## src/rtl/butterfly_pipe.sv

```systemverilog
// Pipelined complex radix-2 DIT butterfly: A = a + W*b, B = a - W*b.
// Three register stages (multiply, round, add/scale/saturate) under one
// global stall signal, so the whole pipe either advances or holds.
module butterfly_pipe #(
  parameter int DW = 15,
  parameter int TW = 12
) (
  input  logic                 clk,
  input  logic                 rst_n,
  input  logic                 in_valid,
  output logic                 in_ready,
  input  logic signed [DW-1:0] ar,
  input  logic signed [DW-1:0] ai,
  input  logic signed [DW-1:0] br,
  input  logic signed [DW-1:0] bi,
  input  logic signed [TW-1:0] wr,
  input  logic signed [TW-1:0] wi,
  input  logic                 scale,
  output logic                 out_valid,
  input  logic                 out_ready,
  output logic signed [DW-1:0] Ar,
  output logic signed [DW-1:0] Ai,
  output logic signed [DW-1:0] Br,
  output logic signed [DW-1:0] Bi,
  output logic                 ovf,
  input  logic                 ovf_clr
);

  localparam int PW = DW + TW + 1;  // full product-sum width
  localparam int QW = DW + 2;       // rounded product width
  localparam int SW = DW + 3;       // add/sub width

  // Half an LSB of the Q1.(TW-1) result, for round half-up.
  localparam logic signed [PW-1:0] RND_C = {{(PW-TW+1){1'b0}}, 1'b1, {(TW-2){1'b0}}};
  localparam logic signed [SW-1:0] ONE_C = {{(SW-1){1'b0}}, 1'b1};
  localparam logic signed [SW-1:0] MAX_C = {{(SW-DW+1){1'b0}}, {(DW-1){1'b1}}};
  localparam logic signed [SW-1:0] MIN_C = {{(SW-DW+1){1'b1}}, {(DW-1){1'b0}}};

  function automatic logic signed [PW-1:0] sx_data(input logic signed [DW-1:0] x);
    return {{(PW-DW){x[DW-1]}}, x};
  endfunction

  function automatic logic signed [PW-1:0] sx_twid(input logic signed [TW-1:0] x);
    return {{(PW-TW){x[TW-1]}}, x};
  endfunction

  // Optional divide-by-two with round half-up.
  function automatic logic signed [SW-1:0] half_fn(input logic signed [SW-1:0] s,
                                                   input logic sc);
    if (sc) begin
      return (s + ONE_C) >>> 1;
    end else begin
      return s;
    end
  endfunction

  // Returns {clipped, saturated value}.
  function automatic logic [DW:0] sat_fn(input logic signed [SW-1:0] s);
    if (s > MAX_C) begin
      return {1'b1, 1'b0, {(DW-1){1'b1}}};
    end else if (s < MIN_C) begin
      return {1'b1, 1'b1, {(DW-1){1'b0}}};
    end else begin
      return {1'b0, s[DW-1:0]};
    end
  endfunction

  logic                 adv_s;
  logic                 v1_q, v2_q, v3_q, ovf_q, clip_d;
  logic                 sc1_q, sc2_q;
  logic signed [PW-1:0] pr_d, pi_d, pr_q, pi_q;
  logic signed [DW-1:0] a1r_q, a1i_q, a2r_q, a2i_q;
  logic signed [QW-1:0] p2r_d, p2i_d, p2r_q, p2i_q;
  logic signed [SW-1:0] ar_x_s, ai_x_s, pr_x_s, pi_x_s;
  logic [DW:0]          sat_ar_s, sat_ai_s, sat_br_s, sat_bi_s;
  logic signed [DW-1:0] Ar_d, Ai_d, Br_d, Bi_d, Ar_q, Ai_q, Br_q, Bi_q;

  assign adv_s = !v3_q | out_ready;

  // Next-state datapath for all three stages.
  always_comb begin
    pr_d   = sx_data(br) * sx_twid(wr) - sx_data(bi) * sx_twid(wi);
    pi_d   = sx_data(br) * sx_twid(wi) + sx_data(bi) * sx_twid(wr);
    p2r_d  = QW'((pr_q + RND_C) >>> (TW - 1));
    p2i_d  = QW'((pi_q + RND_C) >>> (TW - 1));
    ar_x_s = {{(SW-DW){a2r_q[DW-1]}}, a2r_q};
    ai_x_s = {{(SW-DW){a2i_q[DW-1]}}, a2i_q};
    pr_x_s = {{(SW-QW){p2r_q[QW-1]}}, p2r_q};
    pi_x_s = {{(SW-QW){p2i_q[QW-1]}}, p2i_q};
    sat_ar_s = sat_fn(half_fn(ar_x_s + pr_x_s, sc2_q));
    sat_ai_s = sat_fn(half_fn(ai_x_s + pi_x_s, sc2_q));
    sat_br_s = sat_fn(half_fn(ar_x_s - pr_x_s, sc2_q));
    sat_bi_s = sat_fn(half_fn(ai_x_s - pi_x_s, sc2_q));
    Ar_d   = sat_ar_s[DW-1:0];
    Ai_d   = sat_ai_s[DW-1:0];
    Br_d   = sat_br_s[DW-1:0];
    Bi_d   = sat_bi_s[DW-1:0];
    clip_d = sat_ar_s[DW] | sat_ai_s[DW] | sat_br_s[DW] | sat_bi_s[DW];
  end

  // Pipeline registers: every stage loads together on adv, otherwise holds.
  always_ff @(posedge clk or negedge rst_n) begin
    if (!rst_n) begin
      v1_q  <= 1'b0;  v2_q  <= 1'b0;  v3_q  <= 1'b0;
      sc1_q <= 1'b0;  sc2_q <= 1'b0;
      pr_q  <= '0;    pi_q  <= '0;
      a1r_q <= '0;    a1i_q <= '0;
      a2r_q <= '0;    a2i_q <= '0;
      p2r_q <= '0;    p2i_q <= '0;
      Ar_q  <= '0;    Ai_q  <= '0;    Br_q <= '0;    Bi_q <= '0;
    end else if (adv_s) begin
      v1_q  <= in_valid;
      pr_q  <= pr_d;   pi_q  <= pi_d;
      a1r_q <= ar;     a1i_q <= ai;   sc1_q <= scale;
      v2_q  <= v1_q;
      p2r_q <= p2r_d;  p2i_q <= p2i_d;
      a2r_q <= a1r_q;  a2i_q <= a1i_q; sc2_q <= sc1_q;
      v3_q  <= v2_q;
      Ar_q  <= Ar_d;   Ai_q  <= Ai_d;  Br_q <= Br_d;  Bi_q <= Bi_d;
    end
  end

  // Sticky overflow flag: set by a valid saturating S3 load, clear has priority.
  always_ff @(posedge clk or negedge rst_n) begin
    if (!rst_n) begin
      ovf_q <= 1'b0;
    end else if (ovf_clr) begin
      ovf_q <= 1'b0;
    end else if (adv_s && v2_q && clip_d) begin
      ovf_q <= 1'b1;
    end
  end

  assign in_ready  = adv_s;
  assign out_valid = v3_q;
  assign ovf       = ovf_q;
  assign Ar        = Ar_q;
  assign Ai        = Ai_q;
  assign Br        = Br_q;
  assign Bi        = Bi_q;

endmodule

```

## config.mk

```make
export PLATFORM = sky130hd
export DESIGN_NAME = butterfly_pipe
export DESIGN_NICKNAME = d
export VERILOG_FILES = /design/src/rtl/butterfly_pipe.sv
export SDC_FILE = /design/constraint.sdc
export NUM_CORES = 2
export LEC_CHECK = 0
export CAP_MARGIN = 20
export CORE_UTILIZATION = 45
export DETAILED_ROUTE_END_ITERATION = 12
export PLACE_DENSITY = 0.73
export SYNTH_ARGS = -nofsm -noshare
export SYNTH_HDL_FRONTEND = slang
export SYNTH_SLANG_ARGS = --single-unit
```

## constraint.sdc

```tcl
create_clock -name clk -period 5.5 [get_ports clk]
set_input_delay 0.825 -clock clk [delete_from_list [all_inputs] [get_ports clk]]
set_output_delay 0.825 -clock clk [all_outputs]
set_load 0.005 [all_outputs]
```

==> flow_summary.json <==
{
  "slew_headroom_pct": 38.7,
  "hold_viol_final": 0,
  "cts_buffers": 17,
  "dp_hpwl_um": 90500,
  "ys_async_sr_fraction_pct": 100,
  "final_cell_mix": "inv_1, fa_1, nand2_1",
  "fillerInstances": 7617,
  "violations": "negative setup slack",
  "fmax_mhz": 143,
  "antenna_found_initial": 2,
  "synth_top_area_share_pct": 38.4,
  "clkSinkCount": 196,
  "syn_nets": 5769,
  "antenna_left": 0,
  "grt_max_degree": 177,
  "rsz0062_at_grt": "true",
  "track_usage_pct": 25.4,
  "outcome": "complete, but fails checks",
  "yosysUniqueCellTypes": 103,
  "cts_tree": "done",
  "synthCells": 4622,
  "clock_skew_ns": 0.0127,
  "critical_path_class": "input port to flip-flop",
  "overflow": 0,
  "core_sq_um": 90000,
  "grt_pass1_vias": 34700,
  "viasPerCell": 5.30,
  "die-width_um": 304,
  "drc": 0,
  "drive_gt1_share_pct": 19.1,
  "initial_core_util_pct": 45.5,
  "grt_pass1_wl_um": 184000,
  "rows": 110,
  "cts_root_buf": "clkbuf_16",
  "drt_iter0_drc": 2057,
  "wire_per_inst_um": 18.6,
  "crit_path_max_fanout": 5,
  "fin_nets": 6212,
  "globalplace.congestion": 0.943,
  "fin_tns_setup_ns": -36.03,
  "synthTopCellsByArea": "fa_1, dfrtp_1, inv_1",
  "finalCriticalPeriod_ns": 6.97,
  "crit_arrival_ns": 7.33,
  "worstMarginPinSlew_ns": 0.919,
  "pre_cts_ws_ns": -2.28,
  "setup_viol": 36,
  "die_h_um": 304,
  "critPathLaunchType": "input port",
  "io_pins": 153,
  "crit_slowest_cell": "fa_1",
  "yosysWarnings": 0,
  "critical_path_required_ns": 5.85,
  "die-area_sq_um": 92200,
  "clk_latency_ns": 0.49,
  "io_buffers": 152,
  "critPathCaptureType": "flip-flop",
  "critical-path-max-stage-delay_ns": 0.54,
  "hold_class": "input port to asynchronous set/reset pin",
  "dr.pass1.iters": 5,
  "syn_area_sq_um": 40900,
  "synth_edf_count": 0,
  "ys_seq_area_share_pct": 12.0,
  "syn_avg_cell_area_sq_um": 8.86,
  "clkTransAtPathRegs_ns": 0.07,
  "cts-htree-levels": 4,
  "final_common_cell": "inv_1",
  "placed_cells": 6093,
  "slew_viol_final": 0,
  "syn_to_final_growth_pct": 22.7,
  "setup_slack_ns": -1.47,
  "synth-main-ff-cell": "dfrtp_1",
  "fin_cells": 6255,
  "clock_path_buffers": 2,
  "post-route-period-util_pct": 127,
  "postCtsHoldBufs": 0,
  "vias": 33200,
  "routed_wl_um": 117000,
  "ys_ff_latch": 196,
  "yosys.area.top_type": "fa_1",
  "cap_violations": 0
}
[cells by family after synthesis]
group / synth area share, %
flops: 12.0
fa+ha+maj: 46.7
compound gates: 9.53
xor+xnor: 3.21
simple gates: 17.7
mux: 0.232
buf+inv: 10.6
[worst max-delay path: cells and delay by family]
family                     cells  cell delay (ns)
AOI/OAI and AO/OA             10             1.47
xor gates and xnor gates       1             0.17
adders and majority gates      8             3.71
buffers and inverters         11             1.07
and+or+nand+nor                1             0.04
[routing by layer]
layer  global-route usage (%)  vias to the layer above  part of all wire (%)
met5                        0                        -                 0.011
li1                         -                    15100                     -
met1                     31.8                    16600                    40
met2                     42.9                     1135                    48
met4                     11.3                        2                   4.8
met3                     4.48                      320                   6.6
[through the flow]
stage | instance area (sq um) | hold slack [ns] | utilization [%]
detailed placement | 46600 | 0.455 | 51.8
CTS | 49300 | 0.434 | 54.8
global placement | 46600 | 0.453 | 51.8
global route | 50200 | 0.473 | 55.8
floorplan | 41500 | 0.439 | -
finish | 50200 | 0.398 | 55.8
[timing repair]
action / 4_1_cts / 5_1_grt
buffers inserted: 88 / 35
endpoints found under the setup margin: 36 / 36
gates resized for setup: 484 / 244
pin swaps: 189 / 159
cloned: 19 / 4
[sequential cells by signal, summed over array words and instances (netlist names)]
| name | cells |
|---|---|
| Br | 15 |
| out_valid | 1 |
| pi_q | 18 |
| a1i_q | 15 |
| v2_q | 1 |
| pr_q | 18 |
| sc1_q | 1 |
| Ar | 15 |
| ovf | 1 |
| a2r_q | 15 |
| v1_q | 1 |
| p2i_q | 17 |
| sc2_q | 1 |
| a1r_q | 15 |
| p2r_q | 17 |
| Bi | 15 |
| a2i_q | 15 |
| Ai | 15 |
[final cells by class]
class,count,area [sq um],area share [%]
multi-input cells,3287,33000,65.7
diodes,1,2.50,0.00498
clock inverters,13,159,0.316
repair buffers,646,6800,13.5
well taps,1176,1470,2.93
flip-flops and latches,196,4910,9.77
inverters,917,3460,6.88
clock buffers,19,443,0.882
[Yosys cell counts, types with 8 or more instances]
cell type,number
a311oi_1,8
o21ai_0,123
o311ai_0,8
o21a_1,19
nand2_1,669
xnor2_1,89
nor2_1,206
buf_2,10
inv_1,914
o31a_1,9
o2111ai_1,9
xor2_1,56
and3_1,17
or2_2,13
a211oi_1,22
fa_1,785
nor4_1,11
or3_1,14
nand3_1,56
clkbuf_1,194
o211ai_1,13
a21oi_1,137
nor3_1,57
nand2b_1,48
o31ai_1,24
o21bai_1,9
nor2b_1,26
dfrtp_1,196
ha_1,272
nand4_1,22
buf_1,9
a21o_1,35
and2_1,331
o22ai_1,8
a31oi_1,32
[final timing paths]
check / from / to / slack (ns) / cells past startpoint
max: br[6] / pr_q[24]$_DFFE_PN0N_ / -1.47 / 31
min: rst_n / a2i_q[2]$_DFFE_PN0N_ / 0.40 / 1
max reg2reg: a2r_q[0]$_DFFE_PN0N_ / Br[8]$_DFFE_PN0N_ / 0.74 / 15
min reg2reg: a1r_q[7]$_DFFE_PN0N_ / a1r_q[7]$_DFFE_PN0N_ / 0.47 / 2
max in group asynchronous: rst_n / pr_q[19]$_DFFE_PN0N_ / 3.91 / 2
min in group clk: a1r_q[7]$_DFFE_PN0N_ / a1r_q[7]$_DFFE_PN0N_ / 0.47 / 2
Power is left out: the tool's default activity adds up to more than one toggle a clock period on the data nets, which glitch-free logic cannot reach.
